### src/rtl/fa8_word_sequencer.sv
// Byte-serial wide adder controller: drives one external 8-bit full adder LSB-first,
// chaining its carry, and registers the W-bit result with carry and signed-overflow flags.
module fa8_word_sequencer #(
    parameter int unsigned WORDS = 4
) (
    input  logic               clk,
    input  logic               reset_n,
    input  logic               start,
    input  logic [8*WORDS-1:0] a,
    input  logic [8*WORDS-1:0] b,
    input  logic               cin,
    output logic               busy,
    output logic               done,
    output logic [8*WORDS-1:0] sum,
    output logic               cout,
    output logic               ovf,
    output logic [7:0]         adder_a,
    output logic [7:0]         adder_b,
    output logic               adder_ci,
    input  logic [7:0]         adder_y,
    input  logic               adder_co
);

    localparam int unsigned IdxW = (WORDS > 1) ? $clog2(WORDS) : 1;
    localparam logic [IdxW-1:0] LastIdx = IdxW'(WORDS - 1);

    typedef enum logic [1:0] {StIdle, StRun, StDone} state_e;

    state_e                  state_q;
    logic [IdxW-1:0]         idx_q;
    logic                    carry_q;
    logic [WORDS-1:0][7:0]   a_q;
    logic [WORDS-1:0][7:0]   b_q;
    logic [WORDS-1:0][7:0]   work_q;
    logic [WORDS-1:0][7:0]   work_merged;

    // The adder is combinational, so its inputs must be valid in the same RUN cycle.
    always_comb begin
        work_merged         = work_q;
        work_merged[idx_q]  = adder_y;
        adder_a             = '0;
        adder_b             = '0;
        adder_ci            = 1'b0;
        if (state_q == StRun) begin
            adder_a  = a_q[idx_q];
            adder_b  = b_q[idx_q];
            adder_ci = carry_q;
        end
    end

    always_ff @(posedge clk) begin
        if (!reset_n) begin
            state_q <= StIdle;
            idx_q   <= '0;
            carry_q <= 1'b0;
            a_q     <= '0;
            b_q     <= '0;
            work_q  <= '0;
            busy    <= 1'b0;
            done    <= 1'b0;
            sum     <= '0;
            cout    <= 1'b0;
            ovf     <= 1'b0;
        end else begin
            done <= 1'b0;
            unique case (state_q)
                StIdle: begin
                    if (start) begin
                        a_q     <= a;
                        b_q     <= b;
                        carry_q <= cin;
                        idx_q   <= '0;
                        busy    <= 1'b1;
                        state_q <= StRun;
                    end
                end
                StRun: begin
                    work_q  <= work_merged;
                    carry_q <= adder_co;
                    idx_q   <= idx_q + 1'b1;
                    if (idx_q == LastIdx) begin
                        // Final byte is the top byte, so adder_y[7] is the new sum MSB.
                        state_q <= StDone;
                        idx_q   <= '0;
                        busy    <= 1'b0;
                        done    <= 1'b1;
                        sum     <= work_merged;
                        cout    <= adder_co;
                        ovf     <= (a_q[WORDS-1][7] == b_q[WORDS-1][7]) &&
                                   (adder_y[7] != a_q[WORDS-1][7]);
                    end
                end
                StDone: state_q <= StIdle;
                default: state_q <= StIdle;
            endcase
        end
    end

endmodule
### config.mk
export PLATFORM = sky130hd
export DESIGN_NAME = fa8_word_sequencer
export DESIGN_NICKNAME = d
export VERILOG_FILES = /design/src/rtl/fa8_word_sequencer.sv
export SDC_FILE = /design/constraint.sdc
export NUM_CORES = 1
export LEC_CHECK = 0
export BUFFER_PORTS_ARGS = -buffer_cell sky130_fd_sc_hd__buf_2
export CAP_MARGIN = 15
export CORE_ASPECT_RATIO = 2
export CORE_MARGIN = 10
export CORE_UTILIZATION = 40
export DETAILED_ROUTE_END_ITERATION = 10
export HOLD_SLACK_MARGIN = 0.1
export PLACE_DENSITY = 0.73
export SLEW_MARGIN = 10
export SYNTH_ARGS = -nofsm -noshare
export SYNTH_HDL_FRONTEND = slang
export SYNTH_SLANG_ARGS = --single-unit
export TNS_END_PERCENT = 10
### constraint.sdc
create_clock -name clk -period 1.9 [get_ports clk]
set_input_delay 0.19 -clock clk [delete_from_list [all_inputs] [get_ports clk]]
set_output_delay 0.19 -clock clk [all_outputs]
set_load 0.02 [all_outputs]
==> flow_summary.json <==
{
  "design.die.area_sq_mm": 0.0207,
  "grt_pass1_vias": 5154,
  "portBuffers": 129,
  "grt_pass1_wl_microns": 26700,
  "dr.first_iter.drc_count": 131,
  "critPathArrivalTime_ps": 1740,
  "via_count": 4961,
  "gp_congestion": 0.751,
  "drc": 0,
  "drive_gt1_share_pct": 26.2,
  "power.total_mw": 7.18,
  "cp-end-kind": "primary output",
  "synth_seq_area_share_pct": 45.1,
  "syn-instance-count": 621,
  "setup_tns_ps": -120,
  "io_pins": 130,
  "synth-simple-area-share_pct": 17.4,
  "core_sq_mm": 0.0148,
  "cap_violations": 0,
  "max-clock-path-buffers": 2,
  "slowest_stage": "mux4_2",
  "crit_path_end": "adder_a[2]",
  "slew_headroom_pct": 68.9,
  "synth_compound_area_share_pct": 14.1,
  "cp_cell_sequence": "buf_12 -> mux4_2 -> nor2b_2 -> buf_6",
  "ys.warnings.count": 0,
  "period_share_pct": 101,
  "pwr_density_cell_mw_per_mm2": 872,
  "synth.cell_area_sq_mm": 0.00604,
  "cp_max_fo": 5,
  "placedCellCount": 901,
  "clk_pin_slew_ps": 60,
  "critPathMaxStageDelay_ps": 480,
  "start_kind": "flop",
  "hold_viol": 0,
  "cts_root_buffer": "clkbuf_16",
  "async_flop_share_pct": 0,
  "grt_usage_pct": 16.1,
  "synthXorXnorAreaFrac_pct": 0,
  "clock-sinks": 136,
  "ys.flop_type": "dfxtp_1",
  "fin_nets": 879,
  "setup_slack_ps": -25.0,
  "cp_num_cells": 4,
  "cp_top_family": "multiplexers",
  "overflow": 0,
  "clock_latency_ps": 410,
  "numCtsBuffers": 17,
  "final_cells": 1006,
  "wl_microns": 16800,
  "dp_hpwl_microns": 10600,
  "r2r-start": "idx_q[0]",
  "clock_skew_ps": 7.60,
  "rsz0062_at_grt": "true",
  "rows": 63,
  "fillCellCount": 1291,
  "synthAdderAreaFrac_pct": 1.04,
  "via_per_inst": 4.93,
  "syn2layout_area_growth_pct": 36.3,
  "hp-class": "input pin to flop",
  "hold_path_startpoint": "adder_y[7]",
  "crit_required_ps": 1710,
  "muxShareOfSynthArea_pct": 16.4,
  "cp_num_buf_inv": 2,
  "rr_worst_depth": 7,
  "vdd_drop_max_uv": 642,
  "hold_ws_ps": 160,
  "status": "finished with violations",
  "start_util_pct": 40.8,
  "synth_top_family_by_area": "simple AND/OR/NAND/NOR gates",
  "syn_nets": 703,
  "timing.final.crit_period_ps": 1930,
  "fmax_mhz": 519,
  "crit_path_start": "idx_q[1]",
  "fp.dieH_microns": 194,
  "drv_slew": 0,
  "worst_slew_pin_slew_ps": 466,
  "r2r-end": "sum[19]",
  "htreeDepth": 4,
  "setup_viol": 8,
  "antenna_found_initial": 1,
  "synth_edf_count": 0,
  "violations": "negative setup slack",
  "p_leak_nw": 3.91,
  "cts_tree": "done",
  "ant_nets": 0,
  "crit_type": "flop to primary output",
  "r2r_slack_ps": 250,
  "grt_max_degree": 70,
  "ys_types": 26,
  "wl_per_cell_microns": 16.7,
  "ys_ff_latch": 136,
  "die_w_microns": 107,
  "avgSynthCellArea_sq_um": 9.73,
  "dr.pass1.iters": 4
}
[worst min-delay path by stage]
stage	to	cells after the start
after global placement	a_q[17]	3
after global routing	sum[31]	3
final	sum[31]	3
after CTS	sum[31]	3
after detailed placement	b_q[3]	3
after floorplan	a_q[10]	2
[logic make-up (layout without fill, tap and decap cells)]
kind of cell,after synthesis,count (layout)
and+or+nand+nor,232,232
DFF,136,136
AOI/OAI and AO/OA,105,105
muxes,79,79
buffers and inverters,64,253
adders and majority gates,5,5
other,0,1
[placed cells by master (no fill, tap or decap), types with 5 or more instances in the layout]
| cell type | count |
|---|---|
| clkbuf_16 | 17 |
| o211a_1 | 31 |
| dlygate4sd3_1 | 66 |
| nand2_1 | 164 |
| buf_6 | 6 |
| buf_4 | 20 |
| mux4_2 | 16 |
| a21boi_1 | 51 |
| a21boi_0 | 17 |
| nor2b_1 | 42 |
| buf_2 | 118 |
| mux2i_1 | 63 |
| nand3b_1 | 7 |
| ha_1 | 5 |
| dfxtp_1 | 132 |
| buf_12 | 6 |
[where the power goes]
| part | switching, mW | total, mW | internal, mW |
|---|---|---|---|
| Combinational | 0.380 | 0.796 | 0.416 |
| Clock | 1.28 | 3.36 | 2.08 |
| Sequential | 0.0650 | 3.03 | 2.96 |
| Total | 1.73 | 7.18 | 5.45 |
[area by class of cell]
class | instances | area [sq um] | area share (%)
inverter | 3 | 11.3 | 0.137
multi-input combinational | 421 | 3000 | 36.4
clock inverter | 14 | 173 | 2.10
tap | 195 | 244 | 2.96
clock buffer | 18 | 429 | 5.21
timing repair buffer | 218 | 1640 | 20.0
antenna | 1 | 2.50 | 0.0304
sequential | 136 | 2730 | 33.2
[layer usage]
| layer | track usage [%] | up-vias | wire, microns |
|---|---|---|---|
| met5 | 0 | - | 0 |
| met4 | 7.49 | 0 | 446 |
| met3 | 3.43 | 29 | 621 |
| met2 | 29.4 | 119 | 9260 |
| met1 | 16.8 | 2370 | 6430 |
| li1 | - | 2443 | - |
[timing repair]
action                                  in CTS  in global routing
hold endpoints to repair                    66                  0
buffers inserted                             4                  0
hold buffers                                66                  0
endpoints found under the setup margin      16                 17
gates cloned                                 2                  0
gates resized for setup                     12                 25
[cells in the mapped netlist (all sizes together) (3+ instances only)]
cell    instances  area (sq um)
ha              5          62.6
inv             3          11.3
o21ai           3          15.0
dfxtp         136          2720
mux4           16           360
clkbuf         26          97.6
a21boi         68           510
and2            3          18.8
nor2b          48           300
o211a          31           310
nand2         164           616
nand3b          7          52.6
buf            35           252
mux2i          63           631
[flip-flops by register name, indices dropped and copies added, names as in the netlist]
| name | flops |
|---|---|
| state_q | 2 |
| a_q | 32 |
| cout | 1 |
| b_q | 32 |
| sum | 32 |
| done | 1 |
| work_q | 31 |
| idx_q | 2 |
| busy | 1 |
| carry_q | 1 |
| ovf | 1 |
[worst reg2reg max path, cell delays in order (launching register included)]
cell     delay, ps
dfxtp_4        370
buf_4          160
inv_1           80
ha_1           310
buf_4          220
mux2i_1        200
nand2_1         80
o211a_1        130
[stage by stage]
step / cell area, sq um / setup slack, ps / utilization [%]
2_1_floorplan: 6050 / 43.8 / -
3_3_place_gp: 6780 / 192 / 45.8
3_5_place_dp: 6780 / 137 / 45.8
4_1_cts: 8160 / -44.7 / 55.0
5_1_grt: 8240 / -80.7 / 55.6
6_report: 8240 / -25.0 / 55.6
Note: power is estimated with default switching activity, not from simulation.
